`src/rtl/alu_muldiv_if.sv`:
```
// Request/response bundle for the iterative multiply/divide unit.
// Handshake: a transfer happens on a rising edge where valid and ready are both high;
// valid may not drop and its payload may not change until that edge.
interface alu_muldiv_if #(parameter int WIDTH = 32);
  logic             in_valid;
  logic             in_ready;
  logic [1:0]       in_op;
  logic [WIDTH-1:0] in_x;
  logic [WIDTH-1:0] in_y;
  logic             flush;
  logic             out_valid;
  logic             out_ready;
  logic [WIDTH-1:0] out_hi;
  logic [WIDTH-1:0] out_lo;
  logic             out_div0;

  modport master (
    output in_valid, in_op, in_x, in_y, flush, out_ready,
    input  in_ready, out_valid, out_hi, out_lo, out_div0
  );

  modport slave (
    input  in_valid, in_op, in_x, in_y, flush, out_ready,
    output in_ready, out_valid, out_hi, out_lo, out_div0
  );
endinterface

```
`src/rtl/alu_muldiv_iter.sv`:
```
// Iterative MULT/MULTU/DIV/DIVU unit producing HI/LO; works on magnitudes and
// fixes signs at the end. FSM: IDLE -> ITER -> FIX -> DONE -> IDLE.
module alu_muldiv_iter #(
  parameter int WIDTH          = 32,
  parameter int BITS_PER_CYCLE = 1
) (
  input  logic       clk,
  input  logic       rst_n,
  alu_muldiv_if.slave bus,
  output logic [1:0] state_dbg
);
  localparam int N  = WIDTH / BITS_PER_CYCLE;
  localparam int CW = $clog2(N + 1);

  typedef enum logic [1:0] {S_IDLE = 2'd0, S_ITER = 2'd1, S_FIX = 2'd2, S_DONE = 2'd3} state_t;

  state_t             state, state_nxt;
  logic [CW-1:0]      cnt;
  logic [2*WIDTH:0]   acc;
  logic [WIDTH-1:0]   opnd;
  logic [WIDTH-1:0]   x_orig;
  logic               is_div, neg_lo, neg_hi, div0;
  logic               accept, sx, sy;
  logic [WIDTH-1:0]   abs_x, abs_y;
  logic [2*WIDTH-1:0] prod_fix;
  logic [WIDTH-1:0]   quo_fix, rem_fix;

  // acc = {upper W+1 bits, lower W bits}. MUL: upper accumulates and the
  // multiplier shifts out of the bottom. DIV: upper is the partial remainder,
  // quotient bits shift into the bottom.
  function automatic logic [2*WIDTH:0] step(input logic [2*WIDTH:0] a,
                                            input logic [WIDTH-1:0] d,
                                            input logic             div);
    logic [2*WIDTH:0] r;
    logic [WIDTH:0]   d_ext;
    r     = a;
    d_ext = {1'b0, d};
    for (int i = 0; i < BITS_PER_CYCLE; i++) begin
      if (div) begin
        r = r << 1;
        if (r[2*WIDTH:WIDTH] >= d_ext) begin
          r[2*WIDTH:WIDTH] = r[2*WIDTH:WIDTH] - d_ext;
          r[0]             = 1'b1;
        end
      end else begin
        if (r[0]) r[2*WIDTH:WIDTH] = r[2*WIDTH:WIDTH] + d_ext;
        r = r >> 1;
      end
    end
    return r;
  endfunction

  always_ff @(posedge clk or negedge rst_n) begin
    if (!rst_n) state <= S_IDLE;
    else        state <= state_nxt;
  end

  always_comb begin
    state_nxt = state;
    if (bus.flush) begin
      state_nxt = S_IDLE;
    end else begin
      case (state)
        S_IDLE: if (bus.in_valid) state_nxt = S_ITER;
        S_ITER: if (cnt == '0)    state_nxt = S_FIX;
        S_FIX:                    state_nxt = S_DONE;
        S_DONE: if (bus.out_ready) state_nxt = S_IDLE;
        default:                  state_nxt = S_IDLE;
      endcase
    end
  end

  always_comb begin
    bus.in_ready  = (state == S_IDLE);
    bus.out_valid = (state == S_DONE);
    state_dbg     = state;
  end

  assign accept = (state == S_IDLE) && bus.in_valid && !bus.flush;
  assign sx     = ~bus.in_op[0] & bus.in_x[WIDTH-1];
  assign sy     = ~bus.in_op[0] & bus.in_y[WIDTH-1];
  assign abs_x  = sx ? -bus.in_x : bus.in_x;
  assign abs_y  = sy ? -bus.in_y : bus.in_y;

  assign prod_fix = neg_lo ? -acc[2*WIDTH-1:0] : acc[2*WIDTH-1:0];
  assign quo_fix  = neg_lo ? -acc[WIDTH-1:0] : acc[WIDTH-1:0];
  assign rem_fix  = neg_hi ? -acc[2*WIDTH-1:WIDTH] : acc[2*WIDTH-1:WIDTH];

  // The ITER cycle that finds cnt==0 performs no step; it keeps latency at N+2.
  always_ff @(posedge clk or negedge rst_n) begin
    if (!rst_n) begin
      cnt          <= '0;
      acc          <= '0;
      opnd         <= '0;
      x_orig       <= '0;
      is_div       <= 1'b0;
      neg_lo       <= 1'b0;
      neg_hi       <= 1'b0;
      div0         <= 1'b0;
      bus.out_hi   <= '0;
      bus.out_lo   <= '0;
      bus.out_div0 <= 1'b0;
    end else begin
      if (accept) begin
        is_div <= bus.in_op[1];
        neg_lo <= sx ^ sy;
        neg_hi <= sx;
        div0   <= bus.in_op[1] && (bus.in_y == '0);
        x_orig <= bus.in_x;
        opnd   <= abs_y;
        acc    <= {{(WIDTH+1){1'b0}}, abs_x};
        cnt    <= CW'(N);
      end else if (state == S_ITER && !bus.flush && cnt != '0) begin
        acc <= step(acc, opnd, is_div);
        cnt <= cnt - CW'(1);
      end

      if (state == S_FIX && !bus.flush) begin
        if (!is_div) begin
          {bus.out_hi, bus.out_lo} <= prod_fix;
          bus.out_div0             <= 1'b0;
        end else if (div0) begin
          bus.out_hi   <= x_orig;
          bus.out_lo   <= '1;
          bus.out_div0 <= 1'b1;
        end else begin
          bus.out_hi   <= rem_fix;
          bus.out_lo   <= quo_fix;
          bus.out_div0 <= 1'b0;
        end
      end
    end
  end
endmodule

```
`src/flat_wrapper.sv`:
```
// flat-port wrapper written by rule: the top's interface ports become plain ports
module alu_muldiv_iter_flat 
#(
  parameter int WIDTH          = 32,
  parameter int BITS_PER_CYCLE = 1
)
  (clk, rst_n, state_dbg, bus_in_valid, bus_in_op, bus_in_x, bus_in_y, bus_flush, bus_out_ready, bus_in_ready, bus_out_valid, bus_out_hi, bus_out_lo, bus_out_div0);
  alu_muldiv_if #(.WIDTH(WIDTH)) bus_i ();
  input  logic clk;
  input  logic rst_n;
  output logic [1:0] state_dbg;
  input wire logic [$bits(bus_i.in_valid)-1:0] bus_in_valid;
  input wire logic [$bits(bus_i.in_op)-1:0] bus_in_op;
  input wire logic [$bits(bus_i.in_x)-1:0] bus_in_x;
  input wire logic [$bits(bus_i.in_y)-1:0] bus_in_y;
  input wire logic [$bits(bus_i.flush)-1:0] bus_flush;
  input wire logic [$bits(bus_i.out_ready)-1:0] bus_out_ready;
  output wire logic [$bits(bus_i.in_ready)-1:0] bus_in_ready;
  output wire logic [$bits(bus_i.out_valid)-1:0] bus_out_valid;
  output wire logic [$bits(bus_i.out_hi)-1:0] bus_out_hi;
  output wire logic [$bits(bus_i.out_lo)-1:0] bus_out_lo;
  output wire logic [$bits(bus_i.out_div0)-1:0] bus_out_div0;
  assign bus_i.in_valid = bus_in_valid;
  assign bus_i.in_op = bus_in_op;
  assign bus_i.in_x = bus_in_x;
  assign bus_i.in_y = bus_in_y;
  assign bus_i.flush = bus_flush;
  assign bus_i.out_ready = bus_out_ready;
  assign bus_in_ready = bus_i.in_ready;
  assign bus_out_valid = bus_i.out_valid;
  assign bus_out_hi = bus_i.out_hi;
  assign bus_out_lo = bus_i.out_lo;
  assign bus_out_div0 = bus_i.out_div0;
  alu_muldiv_iter #(.WIDTH(WIDTH), .BITS_PER_CYCLE(BITS_PER_CYCLE)) u_core (.clk(clk), .rst_n(rst_n), .bus(bus_i), .state_dbg(state_dbg));
endmodule
```
`config.mk`:
```
export PLATFORM = sky130hd
export DESIGN_NAME = alu_muldiv_iter_flat
export DESIGN_NICKNAME = d
export VERILOG_FILES = /design/src/rtl/alu_muldiv_if.sv /design/src/rtl/alu_muldiv_iter.sv /design/src/flat_wrapper.sv
export SDC_FILE = /design/constraint.sdc
export NUM_CORES = 1
export LEC_CHECK = 0
export ABC_AREA = 1
export BUFFER_PORTS_ARGS = -buffer_cell sky130_fd_sc_hd__buf_2
export CAP_MARGIN = 5
export CORE_AREA = 5 5 171 255
export DETAILED_ROUTE_END_ITERATION = 16
export DIE_AREA = 0 0 176 260
export PLACE_DENSITY = 0.68
export SYNTH_ARGS = -nofsm -noshare
export SYNTH_HDL_FRONTEND = slang
export SYNTH_SLANG_ARGS = --single-unit
export TNS_END_PERCENT = 1
```
`constraint.sdc`:
```
create_clock -name clk -period 2.55 [get_ports clk]
set_clock_uncertainty 0.2 [all_clocks]
set_input_delay 0.51 -clock clk [delete_from_list [all_inputs] [get_ports clk]]
set_output_delay 0.51 -clock clk [all_outputs]
set_load 0.01 [all_outputs]
```
==> flow_summary_export.csv, run 1 <==
group,metric,value,unit
status,outcome,"finished, violations left",
status,failed_checks,"setup timing",
die,start_util,47.4,%
synthesis,synth_area_leader_cell,"dfrtp_1",
power_and_ir_drop,p_per_area,1530,nW/µm²
grt,grt_max_degree,71,
grt,grt_pass1_vias,23500,
critical_path,endpoint,"u_core.acc[34]",
clocking,clkTransAtPathRegs,0.06,ns
synthesis,synth_edf_count,0,
drt,viasPerCell,5.76,
clocking,cts_tree,"done",
die,die-area,45800,µm²
synthesis,yosysWarnings,0,
clocking,numClockSinks,206,
die,die_height,260,µm
critical_path,critical_path_class,"flip-flop to flip-flop",
synthesis,synth_top_family_by_area,"simple AND/OR/NAND/NOR gates",
synthesis,synth.area.mux_share,0,%
drt,wl_per_cell,23.2,µm
drt,drtPass1Iterations,6,
critical_path,worstPathRequired,2.80,ns
clocking,cts_buffers,25,
die,die_x,176,µm
placement,place_area,22900,µm²
drt,drc,0,
critical_path,worst-path-buf-inv,2,
critical_path,rr_worst_depth,12,
synthesis,synth_fa_ha_area_share,4.97,%
synthesis,synth.most_common_cell,"nand2_1",
critical_path,cp_slowest_stage_delay,0.44,ns
die,core,41000,µm²
critical_path,path_cells,"inv_2, ha_4, nand2_4, nor3_4, nand2_2, nor3_4, nand2_4, nand2_8, buf_12, o211ai_1, nand2_1, nand2_1",
timing,report.final.slew_viol_count,0,
synthesis,yosysTopAreaCellShare,26.5,%
synthesis,syn_nets,3385,
placement,place_congestion,1.09,
synthesis,yosysSeqAreaShare,26.5,%
drt,wirelength,96700,µm
critical_path,cp-startpoint,"u_core.opnd[29]",
synthesis,async_reset_ff_share,100,%
cells_and_area,num-fill-cells,4009,
die,io_pins,140,
power_and_ir_drop,ir_drop,0.887,mV
critical_path,worst_r2r_endpoint,"u_core.acc[34]",
synthesis,synth.area.top_cells,"dfrtp_1, nand2_1, inv_1",
clocking,root_buffer,"clkbuf_16",
synthesis,synth_compound_area_share,14.1,%
critical_path,crit_path_top_delay_cell,"dfrtp_2",
cells_and_area,instances_no_fill,4172,
synthesis,synth_xor_xnor_area_share,3.02,%
timing,finalCriticalPeriod,2.58,ns
synthesis,syn_area_per_cell,6.00,µm²
clocking,clk_latency,0.57,ns
cells_and_area,final_cell_area,24900,µm²
drt,drt_iter0_markers,2165,
critical_path,path_delay_family,"simple AND/OR/NAND/NOR gates",
worst_hold_path,hold_path.class,"primary input to flip-flop",
power_and_ir_drop,leakagePower,12.7,nW
timing,hold_viol_final,0,
flow_run,maxCapViolCount,0,
timing,worst_pin_slew,1.38,ns
synthesis,ys_ff_latch,206,
synthesis,synth_cells,3238,
timing,finalCritPeriodShare,101,%
clocking,ctsLongestPathBuffers,3,
timing,setup_viol_count_final,6,
timing,layout_setup_ws,-0.0291,ns
grt,grt_usage,41.1,%
critical_path,cp.arrival,2.83,ns
timing,fmax,388,MHz
grt,grt_pass1_wl,141000,µm
synthesis,synth-simple-area-share,39.9,%
placement,hpwl,76700,µm
clocking,htree_levels,1,
synthesis,synthesis.area,19400,µm²
synthesis,ys_top_cells_by_count,"nand2_1, inv_1, nor2_1, nand3_1, dfrtp_1",
die,row_count,91,
timing,fin_tns_setup,-0.106,ns
cells_and_area,drive_gt1_share,22.7,%
synthesis,synth_ff_type,"dfrtp_1",
drt,drtAntennaViolNets,0,
placement,placed_cells,4107,
timing,relSlewSlack,6.94,%
timing,rsz0062_at_grt,"yes",
grt,antenna_found_initial,3,
critical_path,critPathMaxFanout,9,
critical_path,r2r_start,"u_core.opnd[29]",
placement,portBuffers,139,
synthesis,synth_cell_types,60,
cells_and_area,synthToLayoutAreaGrowth,28.1,%
drt,via_count,24000,
critical_path,endpoint_kind,"flip-flop",
grt,grt_remaining_overflow,0,
critical_path,worst-path-stages,12,
cells_and_area,fin_nets,3787,
critical_path,r2r_setup_slack,-0.03,ns
critical_path,start_kind,"flip-flop",
==> registers in the layout, indices dropped and copies added, names as in the netlist <==
register,count
u_core.opnd,32
u_core.bus.out_lo,32
u_core.neg_lo,1
u_core.bus.out_div0,1
u_core.neg_hi,1
u_core.div0,1
u_core.bus.out_hi,32
u_core.cnt,6
u_core.x_orig,32
u_core.state_dbg,2
u_core.acc,65
u_core.is_div,1
==> cell type report <==
cell class | instances | area [µm²] | share of cell area, %
Clock buffer | 30 | 674 | 2.71
Clock inverter | 16 | 161 | 0.648
Inverter | 457 | 1730 | 6.95
Timing Repair Buffer | 489 | 3480 | 14.0
Sequential cell | 206 | 5190 | 20.9
Multi-Input combinational cell | 2461 | 13000 | 52.3
Antenna cell | 2 | 5.00 | 0.0201
Tap cell | 511 | 639 | 2.57
==> where the power goes <==
group	leakage, nW	internal, W	switching, W	total [W]
Sequential	2.41	0.00483	0.00195	0.00678
Clock	0.399	0.00211	0.00165	0.00376
Combinational	9.86	0.0105	0.0169	0.0275
==> worst min path at each step <==
stage	startpoint	endpoint	slack [ns]	cells past startpoint
after floorplan	rst_n	u_core.acc[0]	0.01	0
after detailed placement	rst_n	u_core.opnd[27]	0.24	1
after global placement	rst_n	u_core.opnd[27]	0.25	1
after CTS	bus_in_x[5]	u_core.x_orig[5]	0.02	3
after global routing	bus_in_x[5]	u_core.x_orig[5]	0.04	3
final	bus_in_x[5]	u_core.x_orig[5]	0.03	3
==> cell usage in the layout (no fill, tap or decap), drive strengths merged, types with 3 or more instances in the layout <==
cell and count:
o211ai 27, clkinv 7, xnor2 13, a21oi 200, nand4 44, nor2 385, nand3b 16, or2 19
xor2 54, dfrtp 206, nor3 39, buf 486, o21ai 188, ha 74, o21bai 10, clkbuf 31
o221ai 3, a31oi 25, nor4 6, clkinvlp 7, o21a 5, nand3 280, a41oi 4, o22ai 20
inv 457, nand2 1031
==> cells by family after synthesis <==
kind of cell	count (synthesis)
DFF	206
adders and majority gates	76
and+or+nand+nor	1823
xor gates and xnor gates	67
buffers and inverters	571
AOI/OAI and AO/OA	495
==> per-stage QoR <==
step	util [%]	hold WS, ns	setup slack, ns	power [W]
after floorplan	-	0.0144	0.137	0.0197
after global placement	55.9	0.252	-0.149	0.0310
final	60.8	0.0333	-0.0291	0.0380
after CTS	58.4	0.0204	-0.0493	0.0354
after detailed placement	55.9	0.241	-0.194	0.0312
after global routing	60.7	0.0390	-0.135	0.0403
==> worst register-to-register path: cells and delay by family, from the launching register on <==
kind	cells	cell delay, ns
flip-flops	1	0.44
AO/OA/AOI/OAI	1	0.09
adder cells (fa/ha/maj)	1	0.30
AND/OR/NAND/NOR	8	1.22
buffers and inverters	2	0.21
==> per-layer routing <==
| layer | part of all wire [%] | GRT usage, % | up-vias |
|---|---|---|---|
| met1 | 32 | 39.9 | 11100 |
| met2 | 48 | 70.4 | 1265 |
| met4 | 14 | 44.9 | 2 |
| met3 | 6.3 | 6.03 | 523 |
| li1 | - | - | 11200 |
| met5 | 0.0072 | 0 | - |
==> timing repair <==
| item | in CTS | in global routing |
|---|---|---|
| hold buffers | 2 | 0 |
| endpoints found under the setup margin | 34 | 50 |
| hold endpoints to repair | 38 | 0 |
| pin swaps | 4 | 27 |
| gates cloned | 0 | 1 |
| gates resized for setup | 49 | 190 |
| buffers inserted | 2 | 13 |
Power figures use the tool's default switching activity.
==> inputs of run 2 (changes only) <==
Settings changed: BUFFER_PORTS_ARGS -buffer_cell sky130_fd_sc_hd__buf_2 to unset, DONT_BUFFER_PORTS set to 1, PLACE_DENSITY 0.68 to 0.65.
==> flow_summary_export.csv, run 2 (synthesized netlist as in run 1, its figures left out) <==
group,metric,value,unit
status,outcome,"finished, violations left",
status,failed_checks,"hold timing, setup timing",
grt,grt_pass1_vias,23800,
timing,setup_viol_count_final,16,
clocking,cts_buffers,25,
critical_path,cp.arrival,2.87,ns
drt,drtPass1Iterations,6,
timing,hold_slack,-0.522,ns
grt,grt_pass1_wl,147000,µm
timing,rsz0062_at_grt,"yes",
power_and_ir_drop,ir_drop,0.834,mV
cells_and_area,regMostFlops,"u_core.acc",
placement,place_congestion,1.08,
grt,grt_usage,43.1,%
timing,layout_setup_ws,-0.0646,ns
drt,via_count,24000,
grt,grt_remaining_overflow,0,
clocking,root_buffer,"clkbuf_16",
power_and_ir_drop,leakagePower,12.4,nW
critical_path,endpoint_kind,"flip-flop",
clocking,numClockSinks,206,
clocking,clk_latency,0.57,ns
drt,wirelength,101000,µm
drt,drt_iter0_markers,2444,
die,die_height,260,µm
cells_and_area,fin_nets,3707,
critical_path,cp-startpoint,"u_core.opnd[18]",
die,core,41000,µm²
clocking,clkTransAtPathRegs,0.07,ns
critical_path,r2r_start,"u_core.opnd[18]",
placement,portBuffers,0,
die,die-area,45800,µm²
drt,wl_per_cell,24.8,µm
critical_path,critPathMaxFanout,3,
power_and_ir_drop,finalPower,0.0385,W
timing,finalCriticalPeriod,2.61,ns
die,row_count,91,
power_and_ir_drop,p_per_area,1550,nW/µm²
placement,hpwl,79100,µm
cells_and_area,final_util,60.5,%
cells_and_area,drive_gt1_share,20.1,%
clocking,ctsLongestPathBuffers,3,
drt,drc,0,
cells_and_area,final_cell_mix,"nand2_1, inv_1, buf_4",
grt,grt_max_degree,207,
timing,hold_viol_final,206,
timing,finalCritPeriodShare,103,%
timing,fin_tns_setup,-0.373,ns
timing,relSlewSlack,36.5,%
cells_and_area,final_common_cell,"nand2_1",
drt,drtAntennaViolNets,0,
critical_path,worstPathRequired,2.80,ns
timing,report.final.slew_viol_count,0,
placement,place_area,22500,µm²
flow_run,maxCapViolCount,0,
cells_and_area,largest_reg_flops,65,
die,io_pins,140,
clocking,htree_levels,1,
timing,fmax,382,MHz
drt,viasPerCell,5.86,
timing,worst_pin_slew,0.953,ns
worst_hold_path,hold_path.class,"primary input to async pin",
clocking,cts_tree,"done",
cells_and_area,final_cell_area,24800,µm²
critical_path,critical_path_class,"flip-flop to flip-flop",
cells_and_area,synthToLayoutAreaGrowth,27.5,%
clocking,cts_hold_buf,34,
die,start_util,47.4,%
critical_path,start_kind,"flip-flop",
die,die_x,176,µm
grt,antenna_found_initial,4,
run 2: critical path, stage by stage, from the launching register on:
cell     delay [ns]
dfrtp_1        0.38
inv_1          0.16
ha_1           0.28
buf_4          0.16
nand2_1        0.09
inv_1          0.06
a21oi_1        0.24
o21ai_0        0.13
buf_4          0.17
a21oi_1        0.17
nand3_1        0.11
nand3_1        0.10
nand2_1        0.09
nand2_1        0.09
nand2_1        0.06
run 2: routing by layer:
layer / up-vias / GRT usage, % / wire length, µm
met4: 4 / 49.3 / 15700
met5: - / 0 / 31
met3: 601 / 7.69 / 6640
met2: 1259 / 74.0 / 48100
met1: 11100 / 40.2 / 31000
li1: 11000 / - / -
run 2: layout make-up:
cell class,count,area (µm²)
diodes,2,5.00
clock buffers,33,676
clock inverters,13,130
fillers,4025,16200
inverters,457,1720
multi-input cells,2461,13100
flip-flops and latches,206,5170
well taps,511,639
repair buffers,409,3380
run 2: stage by stage:
step                worst slack [ns]  cells  hold WS (ns)
floorplan                      0.137   3238        0.0144
global placement              -0.179   4001        0.0328
detailed placement            -0.209   4001        0.0444
CTS                          -0.0406   4084        -0.542
global route                  -0.172   4091        -0.531
finish                       -0.0646   4092        -0.522
run 2: report_power, final:
group	total (W)	internal [W]	switching, W	leakage, nW
Combinational	0.0279	0.0108	0.0171	9.59
Clock	0.00370	0.00208	0.00162	0.391
Sequential	0.00687	0.00481	0.00206	2.43
Total	0.0385	0.0177	0.0208	12.4
run 2: worst paths after layout:
path	slack, ns	endpoint	cells past startpoint
hold / removal	-0.52	u_core.opnd[24]	0
setup / recovery	-0.06	u_core.acc[59]	14
min in group clk	0.02	u_core.x_orig[27]	2
setup reg to reg	-0.06	u_core.acc[59]	14
max in group asynchronous	2.27	u_core.bus.out_lo[24]	0
hold reg to reg	0.29	u_core.x_orig[0]	2
run 2: timing repair:
action,CTS,global route
gates cloned,0,1
hold endpoints to repair,249,206
setup endpoints to repair,40,64
gates resized for setup,84,153
buffers inserted,3,5
pin swaps,8,23
